[config.mk]
export PLATFORM = sky130hd
export DESIGN_NAME = ibuf_prefetch_queue_flat
export DESIGN_NICKNAME = d
export VERILOG_FILES = /design/src/rtl/ibuf_pkg.sv /design/src/rtl/ibuf_prefetch_queue_if.sv /design/src/rtl/ibuf_byte_window.sv /design/src/rtl/ibuf_prefetch_queue.sv /design/src/flat_wrapper.sv
export SDC_FILE = /design/constraint.sdc
export NUM_CORES = 1
export LEC_CHECK = 0
export ABC_AREA = 0
export ABC_CLOCK_PERIOD_IN_PS = 6500
export BUFFER_PORTS_ARGS = -buffer_cell sky130_fd_sc_hd__buf_4
export CORE_ASPECT_RATIO = 1.5
export CORE_MARGIN = 2
export CORE_UTILIZATION = 50
export DETAILED_ROUTE_END_ITERATION = 6
export PLACE_DENSITY_LB_ADDON = 0.2
export SYNTH_ARGS = -nofsm -noshare
export SYNTH_HDL_FRONTEND = slang
export SYNTH_SLANG_ARGS = --single-unit
[constraint.sdc]
create_clock -name iClk -period 6.5 [get_ports iClk]
set_input_delay 0.975 -clock iClk [delete_from_list [all_inputs] [get_ports iClk]]
set_output_delay 0.975 -clock iClk [all_outputs]
set_load 0.005 [all_outputs]
[src/rtl/ibuf_pkg.sv]
// Shared types and width helpers for the instruction prefetch queue.
// Provides byte lane type, flush FSM encoding and clog2-based widths.
package ibuf_pkg;

    localparam int BYTE_W = 8;

    typedef logic [BYTE_W-1:0] byte_t;

    typedef enum logic {
        RUN   = 1'b0,
        DRAIN = 1'b1
    } state_e;

    // Index width for n entries (at least one bit).
    function automatic int idxW(int n);
        return (n < 2) ? 1 : $clog2(n);
    endfunction

    // Counter width able to hold 0..n inclusive.
    function automatic int cntW(int n);
        return $clog2(n) + 1;
    endfunction

endpackage

[src/rtl/ibuf_prefetch_queue_if.sv]
// Fetch bus and decoder window bundle of the instruction prefetch queue.
// master: queue side (oMemReq/oBuf/oAvail/oAck out); slave: environment.
interface ibuf_prefetch_queue_if
    import ibuf_pkg::*;
#(
    parameter int FETCH_BYTES = 8,
    parameter int OUT_BYTES   = 6
);

    logic                          oMemReq;
    logic                          iFWr;
    logic [BYTE_W*FETCH_BYTES-1:0] iFData;
    logic [BYTE_W*OUT_BYTES-1:0]   oBuf;
    logic [cntW(OUT_BYTES)-1:0]    oAvail;
    logic                          iConsume;
    logic [cntW(OUT_BYTES)-1:0]    iConsumeCnt;
    logic                          oAck;

    modport master (
        output oMemReq, oBuf, oAvail, oAck,
        input  iFWr, iFData, iConsume, iConsumeCnt
    );

    modport slave (
        input  oMemReq, oBuf, oAvail, oAck,
        output iFWr, iFData, iConsume, iConsumeCnt
    );

endinterface

[src/rtl/ibuf_byte_window.sv]
// Combinational rotator: OUT_BYTES bytes from the circular array at iRdPtr.
// Ports: iMem (flat array), iRdPtr (byte ptr), iAvail (valid lanes), oBuf.
module ibuf_byte_window
    import ibuf_pkg::*;
#(
    parameter int CAP       = 32,
    parameter int OUT_BYTES = 6
) (
    input  logic [BYTE_W*CAP-1:0]       iMem,
    input  logic [idxW(CAP)-1:0]        iRdPtr,
    input  logic [cntW(OUT_BYTES)-1:0]  iAvail,
    output logic [BYTE_W*OUT_BYTES-1:0] oBuf
);

    localparam int RW = idxW(CAP);

    logic [RW-1:0] idx;
    byte_t         lane;

    always_comb begin
        oBuf = '0;
        idx  = '0;
        lane = '0;
        for (int k = 0; k < OUT_BYTES; k++) begin
            // Index wraps naturally at the array size.
            idx  = iRdPtr + RW'(k);
            lane = iMem[int'(idx)*BYTE_W +: BYTE_W];
            if (k < int'(iAvail)) begin
                oBuf[k*BYTE_W +: BYTE_W] = lane;
            end
        end
    end

endmodule

[src/rtl/ibuf_prefetch_queue.sv]
// Circular instruction byte queue between fetch bus and decoder.
// Ports: iClk/iRst, iJumped/iJumpOfs flush, bus (fetch+window), oErr, oLevel.
module ibuf_prefetch_queue
    import ibuf_pkg::*;
#(
    parameter int FETCH_BYTES = 8,
    parameter int DEPTH_WORDS = 4,
    parameter int OUT_BYTES   = 6,
    parameter int MAX_OUT     = 2
) (
    input  logic                                    iClk,
    input  logic                                    iRst,
    input  logic                                    iJumped,
    input  logic [idxW(FETCH_BYTES)-1:0]            iJumpOfs,
    ibuf_prefetch_queue_if.master                   bus,
    output logic                                    oErr,
    output logic [cntW(FETCH_BYTES*DEPTH_WORDS)-1:0] oLevel
);

    localparam int CAP = FETCH_BYTES * DEPTH_WORDS;
    localparam int WPW = idxW(DEPTH_WORDS);
    localparam int RPW = idxW(CAP);
    localparam int LVW = cntW(CAP);
    localparam int AVW = cntW(OUT_BYTES);
    localparam int OFW = idxW(FETCH_BYTES);
    localparam int OSW = cntW(MAX_OUT);

    state_e stateQ, stateN;

    logic [BYTE_W*CAP-1:0] memQ;
    logic [WPW-1:0]        wrPtrQ;
    logic [RPW-1:0]        rdPtrQ;
    logic [LVW-1:0]        levelQ;
    logic [OSW-1:0]        outQ, outN;
    logic [OSW-1:0]        discQ, discN, discJ;
    logic [OFW-1:0]        skipQ;
    logic                  reqQ, ackQ, errQ;

    logic [LVW-1:0] freeB;
    logic [AVW-1:0] avail;
    logic [AVW-1:0] cnt;
    logic           creditOk;
    logic           consOk, consBad;
    logic           fwrDec;
    logic           reqGo, wrOk, fwrBad, drainDrop;
    logic [LVW-1:0] wrAdd, consSub;
    logic [RPW-1:0] rdAdd;

    assign freeB = LVW'(CAP) - levelQ;
    assign avail = (levelQ > LVW'(OUT_BYTES)) ? AVW'(OUT_BYTES)
                                              : AVW'(levelQ);
    assign cnt   = bus.iConsumeCnt;

    // Credit reserves room for every outstanding word plus the new one.
    assign creditOk = (int'(outQ) < MAX_OUT) &&
                      (int'(freeB) >= (int'(outQ) + 1) * FETCH_BYTES);

    assign consOk  = bus.iConsume && !iJumped && (cnt != '0) &&
                     (int'(cnt) <= OUT_BYTES) && (cnt <= avail);
    assign consBad = bus.iConsume && !iJumped && !consOk;

    // Any returning word retires one outstanding request.
    assign fwrDec = bus.iFWr && (outQ != '0);

    // Stale words still owed after a jump; a same-cycle return is dropped.
    assign discJ = outQ - (fwrDec ? OSW'(1) : OSW'(0));

    // State register.
    always_ff @(posedge iClk or posedge iRst) begin
        if (iRst) begin
            stateQ <= RUN;
        end else begin
            stateQ <= stateN;
        end
    end

    // Next-state logic.
    always_comb begin
        stateN = stateQ;
        if (iJumped) begin
            stateN = (discJ != '0) ? DRAIN : RUN;
        end else if (stateQ == DRAIN && drainDrop &&
                     discQ == OSW'(1)) begin
            stateN = RUN;
        end
    end

    // State-dependent controls.
    always_comb begin
        reqGo     = 1'b0;
        wrOk      = 1'b0;
        fwrBad    = 1'b0;
        drainDrop = 1'b0;
        unique case (stateQ)
            RUN: begin
                reqGo  = creditOk && !iJumped;
                wrOk   = bus.iFWr && !iJumped && (outQ != '0);
                fwrBad = bus.iFWr && !iJumped && (outQ == '0);
            end
            DRAIN: begin
                drainDrop = bus.iFWr && !iJumped;
            end
        endcase
    end

    always_comb begin
        outN = outQ;
        if (reqGo) outN = outN + OSW'(1);
        if (fwrDec) outN = outN - OSW'(1);
    end

    always_comb begin
        discN = discQ;
        if (iJumped) begin
            discN = discJ;
        end else if (drainDrop && discQ != '0) begin
            discN = discQ - OSW'(1);
        end
    end

    // First word after a jump drops its leading skip bytes.
    assign wrAdd   = wrOk ? (LVW'(FETCH_BYTES) - LVW'(skipQ)) : '0;
    assign consSub = consOk ? LVW'(cnt) : '0;
    assign rdAdd   = (wrOk ? RPW'(skipQ) : RPW'(0)) +
                     (consOk ? RPW'(cnt) : RPW'(0));

    always_ff @(posedge iClk or posedge iRst) begin
        if (iRst) begin
            wrPtrQ <= '0;
            rdPtrQ <= '0;
            levelQ <= '0;
            outQ   <= '0;
            discQ  <= '0;
            skipQ  <= '0;
            reqQ   <= 1'b0;
            ackQ   <= 1'b0;
            errQ   <= 1'b0;
        end else begin
            reqQ  <= reqGo;
            ackQ  <= consOk;
            outQ  <= outN;
            discQ <= discN;
            if (consBad || fwrBad) errQ <= 1'b1;
            if (iJumped) begin
                wrPtrQ <= '0;
                rdPtrQ <= '0;
                levelQ <= '0;
                skipQ  <= iJumpOfs;
            end else begin
                rdPtrQ <= rdPtrQ + rdAdd;
                levelQ <= levelQ + wrAdd - consSub;
                if (wrOk) begin
                    wrPtrQ <= wrPtrQ + WPW'(1);
                    skipQ  <= '0;
                end
            end
        end
    end

    // Storage needs no reset; unwritten bytes are never inside the level.
    always_ff @(posedge iClk) begin
        if (wrOk) begin
            memQ[int'(wrPtrQ)*BYTE_W*FETCH_BYTES +: BYTE_W*FETCH_BYTES]
                <= bus.iFData;
        end
    end

    ibuf_byte_window #(
        .CAP       (CAP),
        .OUT_BYTES (OUT_BYTES)
    ) uWindow (
        .iMem   (memQ),
        .iRdPtr (rdPtrQ),
        .iAvail (avail),
        .oBuf   (bus.oBuf)
    );

    assign bus.oMemReq = reqQ;
    assign bus.oAvail  = avail;
    assign bus.oAck    = ackQ;
    assign oErr        = errQ;
    assign oLevel      = levelQ;

endmodule

[src/flat_wrapper.sv]
// flat-port wrapper written by rule: the top's interface ports become plain ports
module ibuf_prefetch_queue_flat import ibuf_pkg::*;
#(
    parameter int FETCH_BYTES = 8,
    parameter int DEPTH_WORDS = 4,
    parameter int OUT_BYTES   = 6,
    parameter int MAX_OUT     = 2
)
  (iClk, iRst, iJumped, iJumpOfs, oErr, oLevel, bus_oMemReq, bus_oBuf, bus_oAvail, bus_oAck, bus_iFWr, bus_iFData, bus_iConsume, bus_iConsumeCnt);
  ibuf_prefetch_queue_if #(.FETCH_BYTES(FETCH_BYTES), .OUT_BYTES(OUT_BYTES)) bus_i ();
  input  logic iClk;
  input  logic iRst;
  input  logic iJumped;
  input  logic [idxW(FETCH_BYTES)-1:0] iJumpOfs;
  output logic oErr;
  output logic [cntW(FETCH_BYTES*DEPTH_WORDS)-1:0] oLevel;
  output wire logic [$bits(bus_i.oMemReq)-1:0] bus_oMemReq;
  output wire logic [$bits(bus_i.oBuf)-1:0] bus_oBuf;
  output wire logic [$bits(bus_i.oAvail)-1:0] bus_oAvail;
  output wire logic [$bits(bus_i.oAck)-1:0] bus_oAck;
  input wire logic [$bits(bus_i.iFWr)-1:0] bus_iFWr;
  input wire logic [$bits(bus_i.iFData)-1:0] bus_iFData;
  input wire logic [$bits(bus_i.iConsume)-1:0] bus_iConsume;
  input wire logic [$bits(bus_i.iConsumeCnt)-1:0] bus_iConsumeCnt;
  assign bus_oMemReq = bus_i.oMemReq;
  assign bus_oBuf = bus_i.oBuf;
  assign bus_oAvail = bus_i.oAvail;
  assign bus_oAck = bus_i.oAck;
  assign bus_i.iFWr = bus_iFWr;
  assign bus_i.iFData = bus_iFData;
  assign bus_i.iConsume = bus_iConsume;
  assign bus_i.iConsumeCnt = bus_iConsumeCnt;
  ibuf_prefetch_queue #(.FETCH_BYTES(FETCH_BYTES), .DEPTH_WORDS(DEPTH_WORDS), .OUT_BYTES(OUT_BYTES), .MAX_OUT(MAX_OUT)) u_core (.iClk(iClk), .iRst(iRst), .iJumped(iJumped), .iJumpOfs(iJumpOfs), .bus(bus_i), .oErr(oErr), .oLevel(oLevel));
endmodule
==> flow_summary.json, run 1 <==
{
  "outcome": "completed",
  "hold_viol_final": 0,
  "insertion_delay_ns": 0.58,
  "drc": 0,
  "synth_edf_count": 256,
  "maxSlewHeadroom_pct": 16.6,
  "hold_path_end": "u_core.oErr$_DFFE_PP0P_",
  "viasPerCell": 6.60,
  "cts_root_buf": "clkbuf_16",
  "layout_setup_ws_ns": 0.913,
  "power_leakage_nw": 8.24,
  "postSynthCellCount": 1645,
  "grt_max_degree": 162,
  "maxCapViolations": 0,
  "num_rows": 91,
  "finalSetupTns_ns": 0,
  "grt_pass1_wl_mm": 93.6,
  "final.setup_skew_ns": 0.00707,
  "pre_cts_ws_ns": 1.62,
  "path_class": "reg2out",
  "clk_pin_slew_ns": 0.07,
  "postCtsSetupBuffers": 0,
  "synth-seq-cells": 280,
  "drive_gt1_share_pct": 26.8,
  "cp-end-kind": "output pin",
  "cpMostUsedCell": "buf_4",
  "htreeDepth": 1,
  "stdcell_area_um2": 23200,
  "slew_violations": 0,
  "cp.arrival_ns": 4.61,
  "floorplan.initialDensity_pct": 50.7,
  "syn_to_final_growth_pct": 11.1,
  "die_area_um2": 43500,
  "cts.sinks": 280,
  "drtPass1Iterations": 7,
  "hold_buffers": 0,
  "worst_setup_path_start_kind": "flop",
  "hp-class": "reg2reg",
  "avgSynthCellArea_um2": 12.7,
  "timing.rr.end": "u_core.oLevel[4]$_DFF_PP0_",
  "yosysSeqAreaShare_pct": 39.7,
  "hold_start": "u_core.oErr$_DFFE_PP0P_",
  "async_flop_share_pct": 8.57,
  "synth_warnings": 0,
  "rr_worst_depth": 14,
  "multi_input_area_um2": 11900,
  "antenna_found_initial": 3,
  "fill_cells": 3461,
  "vdd_drop_max_uv": 253,
  "gp_congestion": 0.920,
  "routed_wl_mm": 63.3,
  "antenna_cells": 0,
  "nets": 1840,
  "cp_max_fo": 31,
  "worstHoldPathCells": 2,
  "hpwl_mm": 43.1,
  "cp_cell_sequence": "buf_4 > ha_1 > a21oi_1 > xnor2_2 > buf_4 > nand2_1 > a21oi_1 > or4_1 > buf_4",
  "post_dp_cell_area_um2": 22300,
  "die_x_um": 171,
  "setup_viol": 0,
  "design.core.area_um2": 41200,
  "critPathBufInv": 3,
  "first_iter_violations": 1444,
  "critical-path-slowest-cell": "xnor2_2",
  "regArea_um2": 8300,
  "post_drt_wl_per_cell_um": 27.5,
  "grt_overflow": 0,
  "die_y_um": 254,
  "synth_ff_type": "edfxtp_1",
  "period_share_pct": 86.0,
  "required_ns": 5.52,
  "io_pins": 137,
  "p_per_area_nw_per_um2": 295,
  "rsz0062_at_grt": "no",
  "first_global_vias": 14900,
  "maxClockFrequency_mhz": 179,
  "critical-path-max-stage-delay_ns": 1.01,
  "synth_cell_types": 60,
  "synth_area_um2": 20900,
  "tightest_slew_ns": 1.25,
  "finalCriticalPeriod_ns": 5.59,
  "clockBufferDepth": 3,
  "critPathTopFamily": "buffers and inverters",
  "cts_made_buffers": 29,
  "drtAntennaViolNets": 0,
  "cts-resized-gates": 0,
  "cts_tree": "yes",
  "gr-usage-all-layers_pct": 29.3,
  "rrSetupSlack_ns": 2.50,
  "io_buffers": 135,
  "vias": 15200,
  "r2r-start": "u_core.oLevel[4]$_DFF_PP0_"
}
[final cells by class]
cell class | instances | area share (%)
Multi-Input combinational cell | 1208 | 51.1
Sequential cell | 280 | 35.7
Timing Repair Buffer | 165 | 5.44
Clock buffer | 41 | 3.45
Tap cell | 558 | 3.01
Clock inverter | 12 | 0.636
Inverter | 38 | 0.614
[flip-flops by register name, indices dropped and copies added (netlist names)]
register            count
u_core.memQ           256
u_core.oLevel           6
u_core.rdPtrQ           5
u_core.skipQ            3
u_core.discQ            2
u_core.outQ             2
u_core.wrPtrQ           2
u_core.bus.oAck         1
u_core.bus.oMemReq      1
u_core.oErr             1
u_core.stateQ           1
[kinds of logic after synthesis]
kind of cell | share of synthesized area, %
fa+ha+maj | 2.80
xor+xnor | 1.42
other cells | 0.0359
compound gates | 5.86
flops | 39.7
mux | 32.5
simple gates | 13.7
buf+inv | 4.01
[metal layers]
layer / track usage [%] / up-vias / part of all wire (%)
met3: 4.80 / 211 / 8.2
li1: - / 6467 / -
met4: 16.6 / 6 / 6.5
met2: 49.0 / 862 / 50
met1: 36.2 / 7654 / 36
met5: 0 / - / 0.081
[how the worst max path moves through the flow]
stage                               startpoint  slack [ns]  depth (start not counted)      endpoint
floorplan           u_core.rdPtrQ[0]$_DFF_PP0_        2.44                         14  bus_oBuf[42]
global placement    u_core.rdPtrQ[0]$_DFF_PP0_        1.67                          8  bus_oBuf[42]
detailed placement  u_core.rdPtrQ[0]$_DFF_PP0_        1.62                          8  bus_oBuf[43]
CTS                 u_core.rdPtrQ[0]$_DFF_PP0_        0.98                          8  bus_oBuf[43]
global route        u_core.rdPtrQ[0]$_DFF_PP0_        0.79                          8  bus_oBuf[45]
finish              u_core.rdPtrQ[2]$_DFF_PP0_        0.91                          9  bus_oBuf[25]
[cell usage in the layout, fill, tap and decap left out, drive strengths merged, types with 26 or more instances in the layout]
cell type	n
buf	165
and2	259
nand2	172
inv	38
nor2	26
mux4	219
edfxtp	256
a21oi	96
mux2i	170
clkbuf	41
ha	34
[tightest hold or removal path, cell delays in order, from the launching register on]
cell,delay (ns)
dfrtp_1,0.36
a31oi_1,0.04
o21ai_0,0.06
[cell usage after synthesis (all sizes together) (5+ instances only)]
| cell | number | area share [%] |
|---|---|---|
| o221ai | 9 | 0.38 |
| a21oi | 96 | 2.3 |
| dfrtp | 24 | 2.9 |
| mux2i | 170 | 8.1 |
| nor2 | 26 | 0.47 |
| nor2b | 14 | 0.42 |
| or4 | 18 | 0.65 |
| o22a | 14 | 0.59 |
| mux4 | 219 | 24 |
| buf | 71 | 2.4 |
| a32o | 7 | 0.34 |
| and2 | 259 | 7.8 |
| edfxtp | 256 | 37 |
| nand2b | 6 | 0.18 |
| inv | 37 | 0.66 |
| mux2 | 15 | 0.81 |
| clkbuf | 50 | 0.90 |
| o21ai | 20 | 0.48 |
| o2bb2ai | 8 | 0.37 |
| xnor2 | 20 | 0.84 |
| o22ai | 9 | 0.27 |
| a21o | 5 | 0.18 |
| a211oi | 10 | 0.36 |
| nand2 | 172 | 3.1 |
| nor3 | 6 | 0.14 |
| xor2 | 13 | 0.58 |
| ha | 34 | 2.0 |
| and3 | 7 | 0.21 |
| fa | 8 | 0.77 |
| nor3b | 5 | 0.20 |
[stage by stage]
step | hold WS, ns | util (%) | total power, W | cells
final | 0.496 | 56.3 | 0.00686 | 2302
after global routing | 0.550 | 56.3 | 0.00714 | 2302
after CTS | 0.506 | 56.3 | 0.00685 | 2302
after detailed placement | 0.491 | 54.0 | 0.00514 | 2249
after global placement | 0.466 | 54.0 | 0.00509 | 2249
after floorplan | 0.467 | - | 0.00404 | 1647
[power by group]
part	switching [W]	internal (W)	total [W]	leakage [nW]
combinational	0.00164	0.00129	0.00292	5.03
clock	0.000729	0.000979	0.00171	0.460
sequential	0.000129	0.00210	0.00223	2.75
total	0.00249	0.00436	0.00686	8.24
Note: power is estimated with default switching activity, not from simulation.
==> run 2: changes to the inputs <==
Settings changed: CTS_BUF_LIST from default to sky130_fd_sc_hd__clkbuf_16, PLACE_DENSITY from default to 0.66, PLACE_DENSITY_LB_ADDON 0.2 to default.
==> run 2 against run 1 <==
Core utilization about the same. Die area unchanged. Via count decreased by 1.2%. Worst hold slack improved by 0.00078 ns. Maximum frequency increased by 7.7%. Power decreased by 0.41%. Cell area about the same. Critical endpoint is now bus_oBuf[41]. Global-route usage decreased by 0.12 points. Cell count about the same. Clock power about the same. First-iteration DRC count increased by 6.2%.
==> flow_summary.json, run 2 (same netlist as run 1, synthesis figures left out) <==
{
  "gp_congestion": 0.899,
  "layout_setup_ws_ns": 1.31,
  "layout_common_cells": "259 x and2_1, 256 x edfxtp_1, 219 x mux4_2",
  "cts.sinks": 280,
  "worst_setup_path_start_kind": "flop",
  "multi_input_area_um2": 11900,
  "design.core.area_um2": 41200,
  "fill_cells": 3425,
  "cp-end-kind": "output pin",
  "antenna_found_initial": 2,
  "die_x_um": 171,
  "outcome": "completed",
  "largest_reg_flops": 256,
  "worstHoldPathCells": 2,
  "path_class": "reg2out",
  "pre_cts_ws_ns": 1.89,
  "post_drt_wl_per_cell_um": 27.2,
  "htreeDepth": 1,
  "hold_buffers": 0,
  "drtPass1Iterations": 6,
  "drc": 0,
  "p_clk_share_pct": 24.7,
  "hpwl_mm": 42.6,
  "antenna_cells": 0,
  "rr_worst_depth": 13,
  "regArea_um2": 8300,
  "insertion_delay_ns": 0.58,
  "tightest_slew_ns": 1.34,
  "hold_path_end": "u_core.oErr$_DFFE_PP0P_",
  "io_pins": 137,
  "setup_viol": 0,
  "required_ns": 5.52,
  "final.setup_skew_ns": 0.0238,
  "fin_cells": 2303,
  "postCtsSetupBuffers": 0,
  "routed_wl_mm": 62.6,
  "nets": 1843,
  "maxSlewHeadroom_pct": 10.1,
  "final_common_cell": "and2_1",
  "critical-path-max-stage-delay_ns": 0.77,
  "die_area_um2": 43500,
  "vias": 15000,
  "cp_max_fo": 67,
  "power_leakage_nw": 8.26,
  "slew_violations": 0,
  "cts_tree": "yes",
  "cts-resized-gates": 0,
  "p_seq_share_pct": 32.6,
  "cts_made_buffers": 29,
  "cp_cell_sequence": "inv_1 > ha_4 > buf_12 > mux4_2 > nand2_1 > a21oi_1 > or4_1 > buf_4",
  "first_iter_violations": 1534,
  "period_share_pct": 79.8,
  "hp-class": "reg2reg",
  "rrSetupSlack_ns": 2.54,
  "vdd_drop_max_uv": 265,
  "grt_pass1_wl_mm": 93.2,
  "grt_max_degree": 161,
  "hold_viol_final": 0,
  "maxCapViolations": 0,
  "clk_pin_slew_ns": 0.07,
  "p_int_w": 0.00435,
  "grt_overflow": 0,
  "power_switching_w": 0.00248,
  "finalCriticalPeriod_ns": 5.19,
  "finalSetupTns_ns": 0,
  "p_sw_share_pct": 36.3,
  "num_rows": 91,
  "floorplan.initialDensity_pct": 50.7,
  "drive_gt1_share_pct": 26.9,
  "r2r-start": "u_core.oLevel[4]$_DFF_PP0_",
  "rsz0062_at_grt": "no",
  "first_global_vias": 14900,
  "maxClockFrequency_mhz": 193,
  "critical-path-slowest-cell": "dfrtp_4",
  "place_inst": 2252,
  "cp.arrival_ns": 4.21,
  "hold_start": "u_core.oErr$_DFFE_PP0P_",
  "gr-usage-all-layers_pct": 29.2,
  "cts_root_buf": "clkbuf_16",
  "timing.rr.end": "u_core.rdPtrQ[3]$_DFF_PP0_",
  "viasPerCell": 6.52,
  "io_buffers": 135,
  "syn_to_final_growth_pct": 11.2,
  "p_per_area_nw_per_um2": 294,
  "drtAntennaViolNets": 0,
  "clockBufferDepth": 3,
  "largest-register": "u_core.memQ",
  "power_frac_comb_pct": 42.7,
  "die_y_um": 254
}
-- run 2: worst max-delay path by stage --
stage | from | to | cells after the start | slack [ns]
after detailed placement | u_core.rdPtrQ[0]$_DFF_PP0_ | bus_oBuf[46] | 8 | 1.89
after floorplan | u_core.rdPtrQ[0]$_DFF_PP0_ | bus_oBuf[42] | 14 | 2.44
after global placement | u_core.rdPtrQ[0]$_DFF_PP0_ | bus_oBuf[46] | 8 | 1.94
after global routing | u_core.rdPtrQ[0]$_DFF_PP0_ | bus_oBuf[30] | 8 | 1.11
after CTS | u_core.rdPtrQ[0]$_DFF_PP0_ | bus_oBuf[46] | 8 | 1.27
final | u_core.rdPtrQ[0]$_DFF_PP0_ | bus_oBuf[41] | 8 | 1.31
-- run 2: critical path: cells and delay by family, from the launching register on --
family / cells / cell delay [ns]
DFF: 1 / 0.77
and+or+nand+nor: 2 / 0.68
buffers and inverters: 3 / 0.75
muxes: 1 / 0.58
adders and majority gates: 1 / 0.65
AOI/OAI and AO/OA: 1 / 0.06
-- run 2: cell type report --
class | instances | share of cell area [%]
Multi-Input combinational cell | 1208 | 51.1
Sequential cell | 280 | 35.7
Timing Repair Buffer | 168 | 5.53
Clock buffer | 29 | 3.12
Tap cell | 558 | 3.00
Clock inverter | 22 | 0.921
Inverter | 38 | 0.614
-- run 2: routing by layer --
metal	global-route usage (%)	share of wire, %
met1	35.7	36
met2	48.7	49
met3	4.02	7.5
met4	18.9	7.4
met5	0	0.016
-- run 2: stage by stage --
step	util, %	power (W)	instance area, um^2	hold slack [ns]
3_5_place_dp	54.1	0.00515	22300	0.478
5_1_grt	56.4	0.00712	23200	0.545
2_1_floorplan	-	0.00404	20900	0.467
6_report	56.4	0.00683	23200	0.496
3_3_place_gp	54.1	0.00510	22300	0.466
4_1_cts	56.4	0.00683	23200	0.493
-- run 2: power by group through the flow --
stage	clock network, W	logic (W)	registers (W)
after CTS	0.00171	0.00290	0.00222
after floorplan	0	0.00184	0.00219
final	0.00168	0.00292	0.00223
after global placement	0	0.00284	0.00226
after detailed placement	0	0.00289	0.00226
after global routing	0.00178	0.00310	0.00224
==> run 3: changes to the inputs <==
Settings changed: ABC_CLOCK_PERIOD_IN_PS 6500 to 5000.
Clock period 6.5 ns to 5 ns, I/O delays scaled along.
==> run 3 against run 2 <==
Cell area grew 1.5%. First-iteration DRC count shrank 10%. Highest routed layer is now met4. Clock power grew 44%. Worst setup slack lost 0.82 ns. Via count grew 0.53%. Combinational power grew 34%. Critical path depth grew 1. The flow now finishes with violations (design-rule violations). Routed wire length shrank 0.10%.
==> flow_summary.json, run 3 (same netlist as run 1, synthesis figures left out) <==
{
  "cts_root_buf": "clkbuf_16",
  "outcome": "finished, violations left",
  "floorplan.initialDensity_pct": 50.7,
  "cp-end-kind": "output pin",
  "finalSetupTns_ns": 0,
  "multi_input_area_um2": 11900,
  "htreeDepth": 1,
  "hp-class": "in2reg",
  "finalCriticalPeriod_ns": 4.50,
  "num_rows": 91,
  "first_global_vias": 14700,
  "cp.arrival_ns": 3.75,
  "die_y_um": 254,
  "first_iter_violations": 1380,
  "worst_setup_path_start_kind": "flop",
  "postCtsSetupBuffers": 0,
  "grt_max_degree": 117,
  "post_drt_wl_per_cell_um": 26.9,
  "design.core.area_um2": 41200,
  "cts.sinks": 280,
  "power_leakage_nw": 8.42,
  "maxSlewHeadroom_pct": 31.9,
  "path_class": "reg2out",
  "critical-path-slowest-cell": "xor2_2",
  "layout_common_cells": "259 x and2_1, 256 x edfxtp_1, 219 x mux4_2",
  "clk_pin_slew_ns": 0.07,
  "grt_pass1_wl_mm": 92.1,
  "period_share_pct": 90.0,
  "maxCapViolations": 0,
  "cts-resized-gates": 0,
  "maxClockFrequency_mhz": 222,
  "io_pins": 137,
  "required_ns": 4.25,
  "cts_tree": "yes",
  "regArea_um2": 8300,
  "rsz0062_at_grt": "no",
  "syn_to_final_growth_pct": 12.8,
  "antenna_cells": 0,
  "viasPerCell": 6.50,
  "hold_buffers": 0,
  "die_x_um": 171,
  "slew_violations": 0,
  "drive_gt1_share_pct": 27.8,
  "p_per_area_nw_per_um2": 390,
  "critPathBufInv": 3,
  "critPathTopFamily": "compound AO/OA/AOI/OAI gates",
  "vias": 15100,
  "hold_viol_final": 0,
  "vdd_drop_max_uv": 267,
  "antenna_found_initial": 0,
  "fill_cells": 3463,
  "gr-usage-all-layers_pct": 28.7,
  "cts_made_buffers": 28,
  "setup_viol": 0,
  "violations": "design-rule violations",
  "gp_congestion": 0.947,
  "insertion_delay_ns": 0.57,
  "largest-register": "u_core.memQ",
  "final_common_cell": "and2_1",
  "hpwl_mm": 43.1,
  "routed_wl_mm": 62.5,
  "cp_cell_sequence": "buf_4 > ha_1 > a21oi_1 > xor2_2 > buf_12 > nand2_1 > a21oi_1 > or4_1 > buf_4",
  "critical-path-max-stage-delay_ns": 0.65,
  "drtPass1Iterations": 7,
  "drtAntennaViolNets": 0,
  "drc": 1,
  "timing.hold.ws_ns": 0.387,
  "die_area_um2": 43500,
  "io_buffers": 135,
  "final.setup_skew_ns": 0.0120,
  "tightest_slew_ns": 1.02,
  "cp_max_fo": 22,
  "grt_overflow": 0,
  "nets": 1860,
  "clockBufferDepth": 3,
  "largest_reg_flops": 256
}
-- run 3: changes by cell type in the layout (fill, tap and decap cells not counted) --
cell,previous run,this run
a21oi_1,95,96
nor3b_4,0,2
clkinvlp_2,0,1
inv_1,39,37
bufinv_16,4,8
clkinv_1,7,6
clkinv_2,3,2
clkinvlp_4,2,3
buf_12,2,9
buf_4,166,177
clkinv_4,2,1
a21oi_2,1,0
nor3b_2,4,2
-- run 3: cell type report --
class	instances	share of cell area (%)
clock buffers	29	3.08
clock inverters	23	1.36
inverters	38	0.605
multi-input cells	1208	50.4
flip-flops and latches	280	35.2
well taps	558	2.96
repair buffers	186	6.40
-- run 3: path summary, 6_finish.rpt --
kind                                            start                            to  slack (ns)  cells after the start
min in group asynchronous                        iRst  u_core.bus.oMemReq$_DFF_PP0_        0.41                      2
hold reg to reg               u_core.oErr$_DFFE_PP0P_       u_core.oErr$_DFFE_PP0P_        0.50                      2
setup / recovery           u_core.rdPtrQ[1]$_DFF_PP0_                  bus_oBuf[25]        0.50                      9
max in group asynchronous                        iRst    u_core.rdPtrQ[1]$_DFF_PP0_        3.86                      2
setup reg to reg           u_core.oLevel[4]$_DFF_PP0_    u_core.oLevel[5]$_DFF_PP0_        1.21                     18
hold / removal                            iJumpOfs[2]   u_core.skipQ[2]$_DFFE_PP0P_        0.39                      3
-- run 3: worst register-to-register path, delay by kind of cell (launching register included) --
| family | cells | cell delay [ns] |
|---|---|---|
| DFF | 1 | 0.38 |
| adders and majority gates | 4 | 1.19 |
| buffers and inverters | 1 | 0.09 |
| and+or+nand+nor | 6 | 0.77 |
| AOI/OAI and AO/OA | 7 | 1.25 |
-- run 3: report_power, final --
group / internal [W] / leakage (nW) / total, W / switching [W]
clock: 0.00146 / 0.506 / 0.00242 / 0.000960
sequential: 0.00273 / 2.75 / 0.00287 / 0.000142
combinational: 0.00174 / 5.17 / 0.00391 / 0.00217
-- run 3: routing by layer --
layer	GRT usage [%]	vias to the layer above	part of all wire, %
li1	-	6501	-
met1	35.7	7676	36
met2	48.7	740	50
met3	4.30	187	7.6
met4	15.1	0	6.1
met5	0	-	0
-- run 3: stage by stage --
step / instance area (um^2) / total power [W] / setup slack (ns) / std cells / utilization, %
after global placement: 22500 / 0.00673 / 1.18 / 2270 / 54.7
after detailed placement: 22500 / 0.00677 / 1.14 / 2270 / 54.7
after global routing: 23600 / 0.00957 / 0.357 / 2322 / 57.2
after floorplan: 20900 / 0.00525 / 1.16 / 1647 / -
after CTS: 23600 / 0.00919 / 0.522 / 2322 / 57.2
final: 23600 / 0.00920 / 0.498 / 2322 / 57.2
